`config.mk`:
```
export PLATFORM = sky130hd
export DESIGN_NAME = sram_like_port
export DESIGN_NICKNAME = d
export VERILOG_FILES = /design/src/rtl/sram_like_port.sv
export SDC_FILE = /design/constraint.sdc
export NUM_CORES = 1
export LEC_CHECK = 0
export BUFFER_PORTS_ARGS = -buffer_cell sky130_fd_sc_hd__buf_4
export CORE_MARGIN = 2
export CORE_UTILIZATION = 48
export CTS_CLUSTER_SIZE = 12
export DETAILED_ROUTE_END_ITERATION = 10
export GPL_ROUTABILITY_DRIVEN = 0
export HOLD_SLACK_MARGIN = 0.02
export PLACE_DENSITY = 0.86
export SYNTH_ARGS = -nofsm -noshare
export SYNTH_HDL_FRONTEND = slang
export SYNTH_SLANG_ARGS = --single-unit
```
`constraint.sdc`:
```
create_clock -name clk -period 6.84 [get_ports clk]
set_input_delay 0.684 -clock clk [delete_from_list [all_inputs] [get_ports clk]]
set_output_delay 0.684 -clock clk [all_outputs]
set_load 0.01 [all_outputs]
```
`src/rtl/sram_like_port.sv`:
```
// Bridge between a valid/ready pipeline stage and an in-order SRAM-like bus (req/addr_ok, data_ok).
// Tracks outstanding requests, buffers responses in a FIFO, and drops responses of flushed requests.
module sram_like_port #(
  parameter int ADDR_W          = 32,
  parameter int DATA_W          = 32,
  parameter int MAX_OUTSTANDING = 2,
  parameter int BUF_DEPTH       = 2
) (
  input  logic                clk,
  input  logic                reset,
  input  logic                flush,
  input  logic                req_valid,
  output logic                req_ready,
  input  logic                req_wr,
  input  logic [1:0]          req_size,
  input  logic [DATA_W/8-1:0] req_wstrb,
  input  logic [ADDR_W-1:0]   req_addr,
  input  logic [DATA_W-1:0]   req_wdata,
  output logic                sram_req,
  output logic                sram_wr,
  output logic [1:0]          sram_size,
  output logic [DATA_W/8-1:0] sram_wstrb,
  output logic [ADDR_W-1:0]   sram_addr,
  output logic [DATA_W-1:0]   sram_wdata,
  input  logic                sram_addr_ok,
  input  logic                sram_data_ok,
  input  logic [DATA_W-1:0]   sram_rdata,
  output logic                rsp_valid,
  input  logic                rsp_ready,
  output logic                rsp_wr,
  output logic [DATA_W-1:0]   rsp_rdata
);

  localparam int OS_W = $clog2(MAX_OUTSTANDING + 1);
  localparam int TP_W = (MAX_OUTSTANDING > 1) ? $clog2(MAX_OUTSTANDING) : 1;
  localparam int FP_W = (BUF_DEPTH > 1) ? $clog2(BUF_DEPTH) : 1;
  localparam int FC_W = $clog2(BUF_DEPTH + 1);

  logic [OS_W-1:0]   outstanding_q, outstanding_d;
  logic [OS_W-1:0]   cancel_q, cancel_d;
  logic [TP_W-1:0]   tag_wp_q, tag_wp_d, tag_rp_q, tag_rp_d;
  logic [FP_W-1:0]   head_q, head_d, tail_q, tail_d;
  logic [FC_W-1:0]   count_q, count_d;
  logic              tag_mem_q   [MAX_OUTSTANDING];
  logic              fifo_wr_q   [BUF_DEPTH];
  logic [DATA_W-1:0] fifo_data_q [BUF_DEPTH];

  logic credit_ok, addr_hs, push, pop, head_wr;

  // Explicit wrap so a non-power-of-2 depth works.
  function automatic logic [TP_W-1:0] tag_inc(input logic [TP_W-1:0] p);
    return (p == TP_W'(MAX_OUTSTANDING - 1)) ? '0 : p + 1'b1;
  endfunction

  function automatic logic [FP_W-1:0] fifo_inc(input logic [FP_W-1:0] p);
    return (p == FP_W'(BUF_DEPTH - 1)) ? '0 : p + 1'b1;
  endfunction

  // Every accepted request reserves a FIFO slot, so the FIFO can never overflow.
  assign credit_ok = (int'(outstanding_q) + int'(count_q) < BUF_DEPTH) &&
                     (int'(outstanding_q) < MAX_OUTSTANDING);

  assign sram_req   = req_valid & credit_ok & ~flush & ~reset;
  assign req_ready  = sram_req & sram_addr_ok;
  assign sram_wr    = req_wr;
  assign sram_size  = req_size;
  assign sram_wstrb = req_wstrb;
  assign sram_addr  = req_addr;
  assign sram_wdata = req_wdata;

  assign addr_hs = req_ready;
  assign head_wr = tag_mem_q[tag_rp_q];
  assign push    = sram_data_ok & ~flush & (cancel_q == '0);
  assign pop     = rsp_valid & rsp_ready & ~flush;

  assign rsp_valid = (count_q != '0) & ~reset;
  assign rsp_wr    = fifo_wr_q[head_q];
  assign rsp_rdata = fifo_data_q[head_q];

  always_comb begin
    // NOTE: every *_d gets its default first, so no path leaves it unassigned and no latch is inferred.
    outstanding_d = outstanding_q + OS_W'(addr_hs) - OS_W'(sram_data_ok);
    cancel_d      = cancel_q;
    tag_wp_d      = addr_hs ? tag_inc(tag_wp_q) : tag_wp_q;
    tag_rp_d      = sram_data_ok ? tag_inc(tag_rp_q) : tag_rp_q;
    head_d        = head_q;
    tail_d        = tail_q;
    count_d       = count_q;

    if (flush) begin
      // Every still-unanswered request is cancelled, including ones already cancelled earlier.
      cancel_d = outstanding_q - OS_W'(sram_data_ok);
      head_d   = '0;
      tail_d   = '0;
      count_d  = '0;
    end else begin
      if (sram_data_ok && cancel_q != '0) cancel_d = cancel_q - 1'b1;
      if (push) tail_d = fifo_inc(tail_q);
      if (pop)  head_d = fifo_inc(head_q);
      count_d = count_q + FC_W'(push) - FC_W'(pop);
    end
  end

  always_ff @(posedge clk) begin
    // NOTE: sequential state is written only with non-blocking assignments.
    if (reset) begin
      outstanding_q <= '0;
      cancel_q      <= '0;
      tag_wp_q      <= '0;
      tag_rp_q      <= '0;
      head_q        <= '0;
      tail_q        <= '0;
      count_q       <= '0;
    end else begin
      outstanding_q <= outstanding_d;
      cancel_q      <= cancel_d;
      tag_wp_q      <= tag_wp_d;
      tag_rp_q      <= tag_rp_d;
      head_q        <= head_d;
      tail_q        <= tail_d;
      count_q       <= count_d;
    end
  end

  // NOTE: storage arrays carry no reset; pointers and counts alone decide which entries are live.
  always_ff @(posedge clk) begin
    if (addr_hs) tag_mem_q[tag_wp_q] <= req_wr;
    if (push) begin
      fifo_wr_q[tail_q]   <= head_wr;
      fifo_data_q[tail_q] <= head_wr ? '0 : sram_rdata;
    end
  end

  // Bus protocol errors: a response with nothing outstanding, or a push into a full FIFO.
  a_no_orphan_data_ok: assert property (@(posedge clk) disable iff (reset)
    sram_data_ok |-> (outstanding_q != '0));
  a_no_overflow: assert property (@(posedge clk) disable iff (reset)
    !(push && !pop && (count_q == FC_W'(BUF_DEPTH))));

endmodule
```
==> out/results.ini <==
[outcome]
outcome = completed

[cts]
cts.sinks = 80
cts_setup_buffers = 0
cts_hold_buf = 0
clk_path_buf_depth = 2
cts_resized = 0
root_buffer = clkbuf_8
cts_tree = done
cts-buffers-inserted = 9
clkSlewWorstSetupHoldPaths_ns = 0.08
clk_latency_ns = 0.34
htreeDepth = 3

[place]
hpwl_um = 5210
dp_cells = 379
dp_slack_ns = 4.53
io_buffers = 76

[timing]
worstMarginPinSlew_ns = 0.983
skew_ns = 0.00894
relSlewSlack = 0.343
fin_crit_ns = 2.69
setup_violations = 0
rsz0062_at_grt = no
drv_slew = 0
hold_viol = 0
fin_ws_ns = 4.15
fmax_ghz = 0.371
fin_crit_sh = 0.394
fin_tns_setup_ns = 0

[route]
ant_nets = 0
avgRoutedWirePerCell_um = 18.6
met3_length_um = 1100
viasPerCell = 5.04
drt-initial-drc-count = 66
met2_length_um = 3630
route.detailed.drc = 0
routed_wirelength_um = 7330
wl_met1_um = 2360
drt_first_pass_iters = 4
highest_layer = met4
routed-via-count = 1992

[yosys]
synth_xor_xnor_area_share = 0.0181
synthAdderAreaFrac = 0.0213
synth_compound_area_frac = 0.00679
ys_seq_elements = 80
muxShareOfSynthArea = 0.102
synth_fp_nets = 395
synth-simple-area-share = 0.0983
synthCells = 279
synthDistinctLibCells = 29
synth_area_per_cell_um2 = 13.9
synthTopCellsByArea = edfxtp_1 (53%), buf_4 (15%), mux2_2 (9.6%), dfxtp_1 (6.2%), and2_1 (5.2%)
synth_area_um2 = 3870
synth-seq-area-share = 0.590
synth_top_area_frac = 0.528
yosys_warnings = 0
synth_top_family_by_area = buffers and inverters
synth_top_area_cell = edfxtp_1

[setup_path]
timing.rr.start = count_q[0]$_SDFF_PP0_
crit_fanout = 5
end_kind = primary output
crit_slowest_cell = fa_1
reg2regPathDepth = 6
cp_data_required_time_ns = 6.16
worstSetupPathType = register to primary output
r2r_end = outstanding_q[0]$_SDFF_PP0_
startpoint = count_q[0]$_SDFF_PP0_
max_stage_delay_ns = 0.44
worstPathCellList = and2_1 > fa_1 > nor4b_2 > and3_4 > buf_4
start_kind = register
crit_arrival_ns = 2.01
r2r_slack_ns = 4.84

[final_layout]
syn2layout_area_growth_pct = 8.21
drive_gt1_frac = 0.471
diodes = 0
final_core_util = 0.539
num-nets-final = 404
final_cells = 395

[global_route]
grt_usage = 0.169
grt_pass1_wl_um = 10700
overflow = 0
grt_pass1_vias = 2086
antenna_found_initial = 0
grt_start_max_net_pins = 34

[hold_path]
min_path_type = register to register
timing.hold.worst_endpoint = tag_wp_q$_SDFFE_PP0N_
hp-start = tag_wp_q$_SDFFE_PP0N_
whs_path_depth = 1

[power_and_ir_drop]
power_uw = 1010
p_leak_uw = 0.00159
peakVddDrop_mv = 0.105
power_density_nw_per_um2 = 240

[die]
die_x_um = 93.8
io_pins = 217
start_util = 0.498
rows = 32
fp.dieH_um = 93.8
core-area_um2 = 7770
die-area_um2 = 8790

[run]
cap_violations = 0

synth_stat cells:
cell,n
nor2_1,9
ha_1,5
nor4b_1,1
nand2b_1,2
nand3b_4,1
a221oi_1,1
nor4b_2,1
o21ai_0,1
xnor2_1,6
buf_2,1
edfxtp_1,68
buf_4,75
inv_1,7
and2_1,32
xor2_1,2
mux2i_2,1
and2b_2,1
o21a_1,1
nor3_1,4
buf_6,3
clkbuf_1,1
and3_4,1
a21oi_1,1
fa_1,1
mux2i_1,1
mux2_2,33
dfxtp_1,12
nor2b_1,2
and2_2,5
state kept, by name, indices dropped and copies added (netlist names), named ones only:
register       cells
tag_rp_q           1
fifo_wr_q          2
count_q            2
cancel_q           2
outstanding_q      2
tag_mem_q          2
fifo_data_q       64
tag_wp_q           1
tail_q             1
head_q             1
per-layer routing:
metal / track usage / vias to the layer above
met5: 0 / -
met4: 0.101 / 0
met3: 0.118 / 30
met2: 0.276 / 129
met1: 0.152 / 933
li1: - / 900
power by group:
group | total, µW | switching [µW] | internal [µW]
Sequential | 558 | 7.11 | 551
Clock | 336 | 168 | 168
Combinational | 111 | 52.1 | 59.3
critical path: cells and delay by family (launching register included):
| family | cells | cell delay (ns) |
|---|---|---|
| and+or+nand+nor | 3 | 0.73 |
| adders and majority gates | 1 | 0.44 |
| buffers and inverters | 1 | 0.12 |
| DFF | 1 | 0.37 |
worst max path at each step:
stage | cells past startpoint | endpoint
detailed placement | 5 | req_ready
global route | 5 | req_ready
finish | 5 | req_ready
floorplan | 3 | fifo_data_q[0][0]$_DFFE_PP_
CTS | 5 | req_ready
global placement | 5 | req_ready
cells by family after synthesis:
logic type / count (synthesis)
buf+inv: 87
simple gates: 59
xor+xnor: 8
compound gates: 4
mux: 35
flops: 80
fa+ha+maj: 6
layout by cell type, fill, tap and decap left out:
master,n
nand3b_4,1
clkbuf_8,9
inv_6,1
ha_1,5
clkinv_2,1
nor4b_2,1
nor2_1,7
nor2b_1,2
clkinv_4,1
inv_1,7
clkinvlp_4,2
nor4b_1,1
buf_4,78
bufinv_16,1
mux2i_2,1
fa_1,1
nor3_1,4
and2b_2,1
mux2i_1,1
o21ai_0,1
mux2_2,33
clkinv_1,1
and3_4,1
nand2b_1,2
and2_1,32
edfxtp_1,68
dfxtp_1,12
nor2_4,2
a221oi_1,1
a21oi_1,1
and2_2,5
xor2_1,2
o21a_1,1
xnor2_1,6
final cells by class:
type                            count  area (µm²)
Timing Repair Buffer               78         586
Tap cell                          102         128
Sequential cell                    80        2280
Clock buffer                        9         124
Clock inverter                      7        71.3
Multi-Input combinational cell    112         970
Inverter                            7        26.3
Fill cell                         628        3580
stage by stage:
step	area, µm²	hold slack [ns]
floorplan	3870	0.445
global placement	3990	0.458
detailed placement	3990	0.476
CTS	4190	0.494
global route	4190	0.517
finish	4190	0.488
(Power assumes the default switching activity.)
